$ cat src/rtl/mux_scan_n_to_1.sv
// Registered N-to-1 channel multiplexer with manual select and an auto-scan mode.
// In scan mode an internal channel counter sweeps all inputs, holding each one
// for DWELL enabled cycles. Outputs carry data, the channel tag, a valid flag and
// a one-cycle wrap pulse on the last output of each sweep.
module mux_scan_n_to_1 #(
  parameter int unsigned N_CH  = 4,
  parameter int unsigned WIDTH = 8,
  parameter int unsigned DWELL = 4
) (
  input  logic                      clk_i,
  input  logic                      rst_i,
  input  logic [N_CH*WIDTH-1:0]     in_i,
  input  logic [$clog2(N_CH)-1:0]   sel_i,
  input  logic                      mode_i,
  input  logic                      en_i,
  output logic [WIDTH-1:0]          out_o,
  output logic [$clog2(N_CH)-1:0]   out_ch_o,
  output logic                      out_valid_o,
  output logic                      wrap_o
);

  localparam int unsigned SEL_W = $clog2(N_CH);
  localparam int unsigned DW_W  = (DWELL > 1) ? $clog2(DWELL) : 1;

  localparam logic [SEL_W:0]   NumCh  = (SEL_W + 1)'(N_CH);
  localparam logic [SEL_W-1:0] LastCh = SEL_W'(N_CH - 1);
  localparam logic [DW_W-1:0]  LastDw = DW_W'(DWELL - 1);

  logic [WIDTH-1:0] chans [N_CH];

  logic [WIDTH-1:0] out_q, out_d;
  logic [SEL_W-1:0] out_ch_q, out_ch_d;
  logic             out_valid_q, out_valid_d;
  logic             wrap_q, wrap_d;
  logic [SEL_W-1:0] ch_cnt_q, ch_cnt_d;
  logic [DW_W-1:0]  dwell_cnt_q, dwell_cnt_d;
  logic             mode_q, mode_d;

  // Scan position used this edge; a scan-entry edge behaves as if counters were zero.
  logic [SEL_W-1:0] cur_ch;
  logic [DW_W-1:0]  cur_dw;

  for (genvar k = 0; k < N_CH; k++) begin : g_chan
    assign chans[k] = in_i[k*WIDTH +: WIDTH];
  end

  // Next-state for outputs, scan counters and registered mode.
  always_comb begin
    out_d       = out_q;
    out_ch_d    = out_ch_q;
    out_valid_d = 1'b0;
    wrap_d      = 1'b0;
    ch_cnt_d    = ch_cnt_q;
    dwell_cnt_d = dwell_cnt_q;
    mode_d      = mode_q;
    cur_ch      = mode_q ? ch_cnt_q : '0;
    cur_dw      = mode_q ? dwell_cnt_q : '0;

    if (en_i) begin
      mode_d = mode_i;
      if (!mode_i) begin
        out_ch_d = sel_i;
        if ({1'b0, sel_i} < NumCh) begin
          out_d       = chans[sel_i];
          out_valid_d = 1'b1;
        end else begin
          out_d = '0;
        end
      end else begin
        out_d       = chans[cur_ch];
        out_ch_d    = cur_ch;
        out_valid_d = 1'b1;
        wrap_d      = (cur_ch == LastCh) && (cur_dw == LastDw);
        if (cur_dw == LastDw) begin
          dwell_cnt_d = '0;
          ch_cnt_d    = (cur_ch == LastCh) ? '0 : cur_ch + SEL_W'(1);
        end else begin
          dwell_cnt_d = cur_dw + DW_W'(1);
          ch_cnt_d    = cur_ch;
        end
      end
    end
  end

  // State registers with synchronous active-high reset.
  always_ff @(posedge clk_i) begin
    if (rst_i) begin
      out_q       <= '0;
      out_ch_q    <= '0;
      out_valid_q <= 1'b0;
      wrap_q      <= 1'b0;
      ch_cnt_q    <= '0;
      dwell_cnt_q <= '0;
      mode_q      <= 1'b0;
    end else begin
      out_q       <= out_d;
      out_ch_q    <= out_ch_d;
      out_valid_q <= out_valid_d;
      wrap_q      <= wrap_d;
      ch_cnt_q    <= ch_cnt_d;
      dwell_cnt_q <= dwell_cnt_d;
      mode_q      <= mode_d;
    end
  end

  assign out_o       = out_q;
  assign out_ch_o    = out_ch_q;
  assign out_valid_o = out_valid_q;
  assign wrap_o      = wrap_q;

endmodule

$ cat config.mk
export PLATFORM = sky130hd
export DESIGN_NAME = mux_scan_n_to_1
export DESIGN_NICKNAME = d
export VERILOG_FILES = /design/src/rtl/mux_scan_n_to_1.sv
export SDC_FILE = /design/constraint.sdc
export NUM_CORES = 1
export LEC_CHECK = 0
export CAP_MARGIN = 0
export CORE_ASPECT_RATIO = 1.4
export CORE_MARGIN = 2
export CORE_UTILIZATION = 35
export DETAILED_ROUTE_END_ITERATION = 16
export PLACE_DENSITY = 0.69
export SLEW_MARGIN = 20
export SYNTH_ARGS = -nofsm -noshare
export SYNTH_HDL_FRONTEND = slang
export SYNTH_SLANG_ARGS = --single-unit
$ cat constraint.sdc
create_clock -name clk_i -period 3.8 [get_ports clk_i]
set_input_delay 0.76 -clock clk_i [delete_from_list [all_inputs] [get_ports clk_i]]
set_output_delay 0.76 -clock clk_i [all_outputs]
set_load 0.02 [all_outputs]
; ---- Word level (Yosys, flattened, before mapping)
; Cells that the tools add are included.
[totals]
inputBits = 38
regBits = 17
word_cells = 34
out_inout_bits = 12
[op_classes]
reduce_logical = 3
mux = 14
magnitude_cmp = 2
bitwise = 4
n_eq_ne = 2
add_sub_neg = 2
[op_table]
columns = operator, n
row1 = $mux W8, 5
row2 = $bmux W8 S2, 2
row3 = $mux W2, 6
row4 = $ge A3 B3 Y1 const B, 2
row5 = $not A2 Y3, 2
row6 = $add A2 B1 Y2 const B, 2
row7 = $eq A2 B2 Y1 const B, 2
row8 = $reduce_or A3 Y1, 1
row9 = $not A1 Y1, 2
row10 = $reduce_and A2 Y1, 1
row11 = $logic_and A1 B1 Y1, 1
row12 = $mux W1, 1

; ---- Depth between registers and ports, before layout
; Gate-level depths: netlist (run 1).
[logic_depth]
ltp_word = 6
ltp_mapped = 7
mapped_depth_nobuf = 6

; ---- Worst setup path before layout (run 1)
; Ideal clock, no wire load.
[synth_path]
path_type = in2reg
start = input port sel_i[0]
end = register out_q[1] (netlist: out_o[1])
t_arrival_ps = 1564
path_slack_ps = 2157
cell_stages = 6
setup_ps = 79
n_path_buf = 2
required_time_ps = 3721
path_cell_list = buf_6 buf_12 mux2i_1 a22oi_1 nand2_1 a211oi_2
[synth_via]
elab_chain_cells = 5
[synth_lines]
columns = element, line_no
row1 = from (decl), 13  ; input logic [$clog2(N_CH)-1:0] sel_i,
row2 = $not A2 Y3 (implied by the code), 64  ; out_d = chans[sel_i];
row3 = $bmux W8 S2, 64
row4 = $mux W8 (implied by the code) (2 in series), 64
row5 = $mux W8, 61  ; if (!mode_i) begin
row6 = to (signal assigned), 96  ; out_q <= out_d;
row7 = to (decl), 31  ; logic [WIDTH-1:0] out_q, out_d;
; No other way between the ends. The select of a mux whose other input is x is not followed.
; A chain may end at the register's enable or synchronous reset.

; ---- Worst setup path after layout (run 1)
[layout_path]
start = input port mode_i
end = register out_q[7] (netlist: out_o[7])
[layout_via]
elab_chain_cells = 1
[layout_lines]
columns = element, line_no
row1 = from (decl), 14  ; input logic mode_i,
row2 = $mux W8, 61
; No other way between the ends.

==> results of run 1 <==
==> Yosys cell counts (all sizes together) <==
library cell	count
nor3	1
a311oi	1
or2b	1
o21ai	2
mux2i	25
a211oi	9
and2	3
buf	13
ha	1
nand2b	25
a22oi	8
a31oi	1
nor4b	1
nand2	14
nor2b	3
nand3	11
dfxtp	17
clkbuf	1
o2111ai	8
nor2	13
a21oi	13
==> final cells by class <==
type / instances / area (sq um)
timing repair buffer: 51 / 505
tap: 43 / 53.8
clock inverter: 1 / 5.00
fill: 402 / 1970
sequential: 17 / 340
clock buffer: 3 / 41.3
multi-input combinational: 140 / 937
==> sequential cells by signal, indices dropped and copies added, names as in the netlist <==
| signal | cells |
|---|---|
| out_o | 8 |
| ch_cnt_q | 2 |
| dwell_cnt_q | 2 |
| out_ch_o | 2 |
| mode_q | 1 |
| out_valid_o | 1 |
| wrap_o | 1 |
==> metrics by stage <==
| stage | util, % | hold WS (ns) | area, sq um | cells | setup slack, ns |
|---|---|---|---|---|---|
| after floorplan | - | 0.432 | 1380 | 171 | 2.16 |
| final | 48.9 | 0.453 | 1880 | 255 | 1.45 |
| after detailed placement | 47.7 | 0.446 | 1840 | 251 | 1.16 |
| after global placement | 47.7 | 0.441 | 1840 | 251 | 1.18 |
| after CTS | 48.9 | 0.456 | 1880 | 255 | 1.42 |
| after global routing | 48.9 | 0.488 | 1880 | 255 | 1.28 |
==> final timing paths <==
path,cells after the start,startpoint,end,slack [ns]
min,2,dwell_cnt_q[1],dwell_cnt_q[1],0.45
max reg2reg,4,mode_q,out_o[5],1.83
min reg2reg,2,dwell_cnt_q[1],dwell_cnt_q[1],0.45
max,5,mode_i,out_o[7],1.45
==> routing by layer <==
layer	global-route usage (%)	routed length (um)	vias up
met5	0	0	-
met4	4.88	28	0
met3	1.81	109	4
met2	30.7	1840	23
met1	22.1	1710	645
li1	-	-	707
==> kinds of logic after synthesis <==
group           count (synthesis)
simple gates                   72
mux                            25
fa+ha+maj                       1
buf+inv                        14
flops                          17
compound gates                 42
==> worst max-delay path: cells and delay by family <==
family,cells,cell delay (ns)
simple gates,2,0.76
compound gates,2,0.22
buf+inv,1,0.73
==> power by group through the flow <==
stage	clock [mW]	combinational (mW)	sequential (mW)
2_1_floorplan	0	0.0681	0.207
3_3_place_gp	0	0.143	0.202
3_5_place_dp	0	0.143	0.201
4_1_cts	0.138	0.144	0.197
5_1_grt	0.145	0.157	0.199
6_report	0.136	0.143	0.198
==> out/results.tsv, run 1 <==
metric	value	unit
status	finished, final reports clean	
cts_sinks	17	
path_cells	clkdlybuf4s50_1 -> nor2b_1 -> a22oi_1 -> nand2_1 -> a211oi_1	
power_switching	136	uW
drive_gt1_share	4.25	%
vias_per_cell	5.41	
syn_avg_cell_area	8.07	sq um
required	3.91	ns
rsz0062_at_grt	false	
power_frac_clock	28.5	%
start_util	35.8	%
netlist_top_cells_area	dfxtp_1 25%, mux2i_1 18%, nand2b_1 11%	
postRouteWirelength	3690	um
synthesis.area	0.00138	sq mm
hpwlAfterDp	2580	um
yosysTopAreaCellShare	24.7	%
max-cap-violations	0	
synth_nets	210	
cts_resized	0	
nets	252	
clk_path_buf_depth	2	
synth-adder-area-share	0.907	%
cp-start-kind	primary input	
yosysSeqAreaShare	24.7	%
rows	27	
io_buffers	49	
cp.arrival	2.46	ns
die_area	0.00447	sq mm
globalRouteOverflowTotal	0	
core_area	0.00385	sq mm
postSynthCellCount	171	
worstSetupPathType	primary input to flip-flop	
period_needed	2.35	ns
ant_nets	0	
max-vdd-ir-drop	233	uV
grt_max_degree	29	
yosys_warnings	0	
yosysTopAreaCell	dfxtp_1	
grt_pass1_vias	1402	
gp_congestion	0.829	
max_freq	0.425	GHz
post_cts_buffers	0	
hold_path_class	flip-flop to flip-flop	
final_cell_mix	49 x clkdlybuf4s50_1, 25 x nand2b_1, 25 x mux2i_1, 17 x dfxtp_1, 14 x nand2_1	
drt_iter0_drc	56	
power_density	253	mW/mm^2
power	477	uW
htreeDepth	1	
cts_buffers	3	
antenna_cells	0	
ys_seq_elements	17	
synth_xor_area_share	0	%
slowest_delay	0.73	ns
ioPinCount	50	
die_h	78.3	um
synth_simple_gate_area_share	26.9	%
skew	0.00155	ns
layout_commonest_cell	clkdlybuf4s50_1	
p_int	341	uW
hold_viol_final	0	
p_leak	0.685	nW
tns	0	ns
finalCritPeriodShare	62.0	%
drc	0	
synth-compound-area-share	21.9	%
cpMaxStageDelayCell	clkdlybuf4s50_1	
synth.mux.area_fraction	18.1	%
p_comb_share	30.0	%
area_growth	36.4	%
seqPwrFrac	41.5	%
wl_per_cell	14.5	um
switching_share	28.5	%
slew_viol_final	0	
first_pass_iters	4	
root_buffer	clkbuf_8	
grt_usage	17.4	%
yosys.cell_types.count	25	
clkTransAtPathRegs	0.07	ns
holdBufCountCts	0	
grt_pass1_wl	6430	um
clk_latency	0.25	ns
path_max_fanout	16	
cts_tree	done	
relSlewSlack	29.9	%
worst_slew_pin_slew	1.05	ns
antenna_found_initial	0	
critPathCaptureType	flip-flop	
vias	1379	
final-setup-viol-count	0	
die_x	57.1	um
synth_top_family_by_area	simple AND/OR/NAND/NOR gates	
Note: power is estimated with default switching activity, not from simulation.
==> run 2, diff against run 1 <==
Settings changed: PLACE_DENSITY 0.69 to 0.72.
Clock period 3.8 ns to 1.99 ns, I/O delays scaled along.
==> out/results.tsv, run 2 (same netlist as run 1, synthesis figures left out) <==
metric	value	unit	change
first_pass_iters	4		unchanged
hold_path_class	flip-flop to flip-flop		unchanged
grt_pass1_vias	1438		was 1402
area_growth	42.5	%	was 36.4%
layout_commonest_cell	clkdlybuf4s50_1		unchanged
io_buffers	49		unchanged
antenna_found_initial	0		unchanged
slew_viol_final	0		unchanged
final-setup-viol-count	0		unchanged
path_max_fanout	8		was 16
postRouteWirelength	3770	um	was 3690 um
max-cap-violations	0		unchanged
antenna_cells	0		unchanged
required	2.11	ns	was 3.91 ns
largest_reg_flops	8		unchanged
ioPinCount	50		unchanged
clk_latency	0.25	ns	about the same
rows	27		unchanged
multi_input_area	937	sq um	unchanged
holdBufCountCts	0		unchanged
final_util	51.1	%	was 48.9%
path_cells	clkdlybuf4s50_1 -> nor2_1 -> a22oi_1 -> nand2_1 -> a211oi_1		was clkdlybuf4s50_1 -> nor2b_1 -> a22oi_1 -> nand2_1 -> a211oi_1
r2r_start	mode_q		unchanged
relSlewSlack	58.6	%	was 29.9%
clk_path_buf_depth	2		unchanged
htreeDepth	1		unchanged
gp_congestion	0.784		was 0.829
hpwlAfterDp	2710	um	was 2580 um
period_needed	1.63	ns	
die_x	57.1	um	unchanged
drive_gt1_share	7.27	%	was 4.25%
worstHoldStart	dwell_cnt_q[1]		unchanged
drc	0		unchanged
power_density	471	mW/mm^2	was 253 mW/mm^2
max-vdd-ir-drop	439	uV	was 233 uV
drt_iter0_drc	70		was 56
wl_per_cell	14.3	um	was 14.5 um
nets	260		was 252
crit_start	mode_i		unchanged
ant_nets	0		unchanged
cpMaxStageDelayCell	nor2_1		was clkdlybuf4s50_1
start_util	35.8	%	unchanged
clkTransAtPathRegs	0.07	ns	about the same
grt_max_degree	26		was 29
die_area	0.00447	sq mm	unchanged
critPathCaptureType	flip-flop		unchanged
finalCritPeriodShare	81.7	%	
grt_usage	17.4	%	about the same
die_h	78.3	um	unchanged
rsz0062_at_grt	false		unchanged
max_freq	0.615	GHz	
post_cts_buffers	0		unchanged
tns	0	ns	unchanged
cts_tree	done		unchanged
worst_slew_pin_slew	0.618	ns	was 1.05 ns
grt_pass1_wl	6390	um	was 6430 um
skew	0.00452	ns	was 0.00155 ns
cp.arrival	1.75	ns	was 2.46 ns
root_buffer	clkbuf_8		unchanged
cts_buffers	3		unchanged
seq_area	340	sq um	unchanged
slowest_delay	0.52	ns	was 0.73 ns
nFillCells	400		was 402
cts_resized	0		unchanged
place_ws	0.0988	ns	was 1.16 ns
hold_viol_final	0		unchanged
fin_ws	0.365	ns	was 1.45 ns
cp-start-kind	primary input		unchanged
core_area	0.00385	sq mm	unchanged
final_cell_mix	49 x clkdlybuf4s50_1, 25 x nand2b_1, 25 x mux2i_1, 17 x dfxtp_1, 14 x nand2_1		unchanged
status	finished, final reports clean		unchanged
worstSetupPathType	primary input to flip-flop		unchanged
vias_per_cell	5.46		was 5.41
p_leak	0.733	nW	was 0.685 nW
vias	1435		was 1379
cts_sinks	17		unchanged
globalRouteOverflowTotal	0		unchanged
[run 2: cell count changes in the layout (fill, tap and decap cells not counted)]
cell      before  now
clkbuf_1       0    1
buf_4          2    8
clkinv_2       1    0
buf_12         0    2
[run 2: final cells by class]
type	instances	area share [%]
Tap cell	43	2.74
Timing Repair Buffer	59	30.0
Clock buffer	4	2.29
Multi-Input combinational cell	140	47.6
Sequential cell	17	17.3
[run 2: metal layers]
metal	vias to the layer above	part of all wire (%)	GRT usage, %
met4	0	0.48	3.49
met5	-	0	0
met2	30	51	32.2
li1	721	-	-
met1	682	44	20.7
met3	2	4.1	2.80
[run 2: critical path, delay by kind of cell]
| family | cells | cell delay (ns) |
|---|---|---|
| AOI/OAI and AO/OA | 2 | 0.25 |
| buffers and inverters | 1 | 0.47 |
| and+or+nand+nor | 2 | 0.63 |
[run 2: stage by stage]
| stage | area (sq um) | hold WS, ns | power [mW] | cells |
|---|---|---|---|---|
| after global routing | 1970 | 0.487 | 0.973 | 263 |
| after CTS | 1970 | 0.463 | 0.931 | 263 |
| after global placement | 1920 | 0.439 | 0.669 | 259 |
| after floorplan | 1380 | 0.432 | 0.526 | 171 |
| after detailed placement | 1920 | 0.453 | 0.672 | 259 |
| final | 1970 | 0.460 | 0.927 | 263 |
[run 2: final timing paths]
check | to | slack (ns) | depth (start not counted)
setup / recovery | out_o[2] | 0.36 | 5
hold reg to reg | dwell_cnt_q[1] | 0.46 | 2
hold / removal | dwell_cnt_q[1] | 0.46 | 2
setup reg to reg | out_o[3] | 0.47 | 4
[run 2: power breakdown]
part,leakage (nW),switching [mW],internal (mW)
combinational,0.570,0.128,0.164
clock,0.0228,0.121,0.142
sequential,0.140,0.0127,0.359
total,0.733,0.262,0.665
==> run 3, diff against run 2 <==
Settings changed: PLACE_DENSITY 0.72 to 0.69.
Clock period 1.99 ns to 1.65 ns, I/O delays scaled along.
==> out/results.tsv, run 3 (same netlist as run 1, synthesis figures left out) <==
metric	value	unit	change
seqPwrFrac	39.6	%	was 40.1%
antenna_found_initial	0		unchanged
final_cell_mix	49 x clkdlybuf4s50_1, 25 x nand2b_1, 25 x mux2i_1, 17 x dfxtp_1, 14 x nand2_1		unchanged
crit_start	out_o[1]		was mode_i
slowest_delay	0.61	ns	was 0.52 ns
layout_commonest_cell	clkdlybuf4s50_1		unchanged
tns	0	ns	unchanged
cp-start-kind	flip-flop		was primary input
clk_latency	0.25	ns	about the same
power_density	560	mW/mm^2	was 471 mW/mm^2
cts_tree	done		unchanged
largest_reg_flops	8		unchanged
cts_buffers	3		unchanged
multi_input_area	940	sq um	was 937 sq um
cpMaxStageDelayCell	clkdlybuf4s50_1		was nor2_1
switching_share	28.0	%	was 28.2%
hold_viol_final	0		unchanged
worst_slew_pin_slew	0.368	ns	was 0.618 ns
drt_iter0_drc	53		was 70
use_met1	21.0	%	was 20.7%
power_frac_clock	27.9	%	was 28.4%
cts_sinks	17		unchanged
area_growth	45.4	%	was 42.5%
reg2reg_depth	5		was 4
power	1.12	mW	was 927 uW
max-vdd-ir-drop	371	uV	was 439 uV
die_h	78.3	um	unchanged
holdBufCountCts	0		unchanged
final_util	52.1	%	was 51.1%
seq_area	340	sq um	unchanged
r2r-end	out_o[7]		was out_o[3]
ioPinCount	50		unchanged
post_cts_buffers	0		unchanged
grt-busiest-layer	met2		unchanged
status	finished, final reports clean		unchanged
vias_per_cell	5.47		was 5.46
cts_resized	0		unchanged
nFillCells	392		was 400
power_switching	315	uW	was 262 uW
r2r_start	mode_q		unchanged
grt_pass1_wl	6130	um	was 6390 um
globalRouteOverflowTotal	0		unchanged
grt_pass1_vias	1402		was 1438
vias	1465		was 1435
hpwlAfterDp	2790	um	was 2710 um
drc	0		unchanged
slew_viol_final	0		unchanged
nets	265		was 260
grtUsageMet2	28.5	%	was 32.2%
cp.arrival	1.20	ns	was 1.75 ns
postRouteWirelength	3760	um	was 3770 um
period_needed	1.53	ns	
finalCritPeriodShare	93.0	%	
die_x	57.1	um	unchanged
grt_max_degree	26		unchanged
hold_path_class	flip-flop to flip-flop		unchanged
worstSetupPathType	flip-flop to primary output		was primary input to flip-flop
hold_slack	0.455	ns	was 0.460 ns
final-setup-viol-count	0		unchanged
endpoint	out_o[1]		was out_o[2]
met3_usage	2.64	%	was 2.80%
ant_nets	0		unchanged
grt_usage	16.7	%	was 17.4%
io_buffers	49		unchanged
die_area	0.00447	sq mm	unchanged
clk_path_buf_depth	2		unchanged
max-cap-violations	0		unchanged
p_leak	0.757	nW	was 0.733 nW
clkTransAtPathRegs	0.07	ns	about the same
rows	27		unchanged
p_int	810	uW	was 665 uW
core_area	0.00385	sq mm	unchanged
antenna_cells	0		unchanged
relSlewSlack	75.4	%	was 58.6%
cp_num_buf_inv	1		unchanged
p_comb_share	32.5	%	was 31.5%
reg2reg_slack	0.23	ns	was 0.47 ns
gp_congestion	0.827		was 0.784
required	1.32	ns	was 2.11 ns
first_pass_iters	4		unchanged
crit_family	buffers and inverters		was simple AND/OR/NAND/NOR gates
htreeDepth	1		unchanged
path_max_fanout	2		was 8
critPathCaptureType	primary output		was flip-flop
path_depth	1		was 5
max_freq	0.652	GHz	
wl_per_cell	14.0	um	was 14.3 um
drive_gt1_share	9.78	%	was 7.27%
skew	0.00379	ns	was 0.00452 ns
path_cells	clkdlybuf4s50_1		was clkdlybuf4s50_1 -> nor2_1 -> a22oi_1 -> nand2_1 -> a211oi_1
start_util	35.8	%	unchanged
root_buffer	clkbuf_8		unchanged
rsz0062_at_grt	false		unchanged
run 3: changes by cell type in the layout (fill, tap and decap cells not counted), sizes merged:
cell  delta
buf      +5
run 3: layout make-up:
cell class | instances | share of cell area [%]
Clock buffer | 4 | 2.24
Tap cell | 43 | 2.68
Multi-Input combinational cell | 140 | 46.8
Timing Repair Buffer | 64 | 31.3
Sequential cell | 17 | 17.0
run 3: per-stage QoR:
step / cell area, sq um / setup WS (ns) / instances
6_report: 2010 / 0.115 / 268
3_3_place_gp: 1960 / -0.0762 / 264
4_1_cts: 2000 / 0.106 / 268
2_1_floorplan: 1380 / 0.266 / 171
3_5_place_dp: 1960 / -0.124 / 264
5_1_grt: 2010 / 0.0689 / 268
run 3: power groups by stage:
| stage | registers (mW) | logic, mW | clock network (mW) |
|---|---|---|---|
| after global placement | 0.455 | 0.362 | 0 |
| after CTS | 0.445 | 0.367 | 0.325 |
| final | 0.445 | 0.366 | 0.314 |
| after global routing | 0.448 | 0.397 | 0.346 |
| after detailed placement | 0.455 | 0.366 | 0 |
| after floorplan | 0.478 | 0.157 | 0 |
run 3: worst min-delay path by stage:
stage / slack [ns] / start / cells after the start / end
finish: 0.46 / dwell_cnt_q[1] / 2 / dwell_cnt_q[1]
global route: 0.47 / dwell_cnt_q[1] / 2 / dwell_cnt_q[1]
CTS: 0.46 / dwell_cnt_q[1] / 2 / dwell_cnt_q[1]
detailed placement: 0.45 / dwell_cnt_q[1] / 2 / dwell_cnt_q[1]
global placement: 0.44 / dwell_cnt_q[1] / 2 / dwell_cnt_q[1]
floorplan: 0.43 / dwell_cnt_q[1] / 2 / dwell_cnt_q[1]
run 3: layer usage:
metal / vias to the layer above / routed length (um) / share of wire [%]
li1: 734 / - / -
met1: 673 / 1610 / 43
met2: 52 / 1870 / 50
met3: 6 / 218 / 5.8
met4: 0 / 50 / 1.3
met5: - / 0 / 0
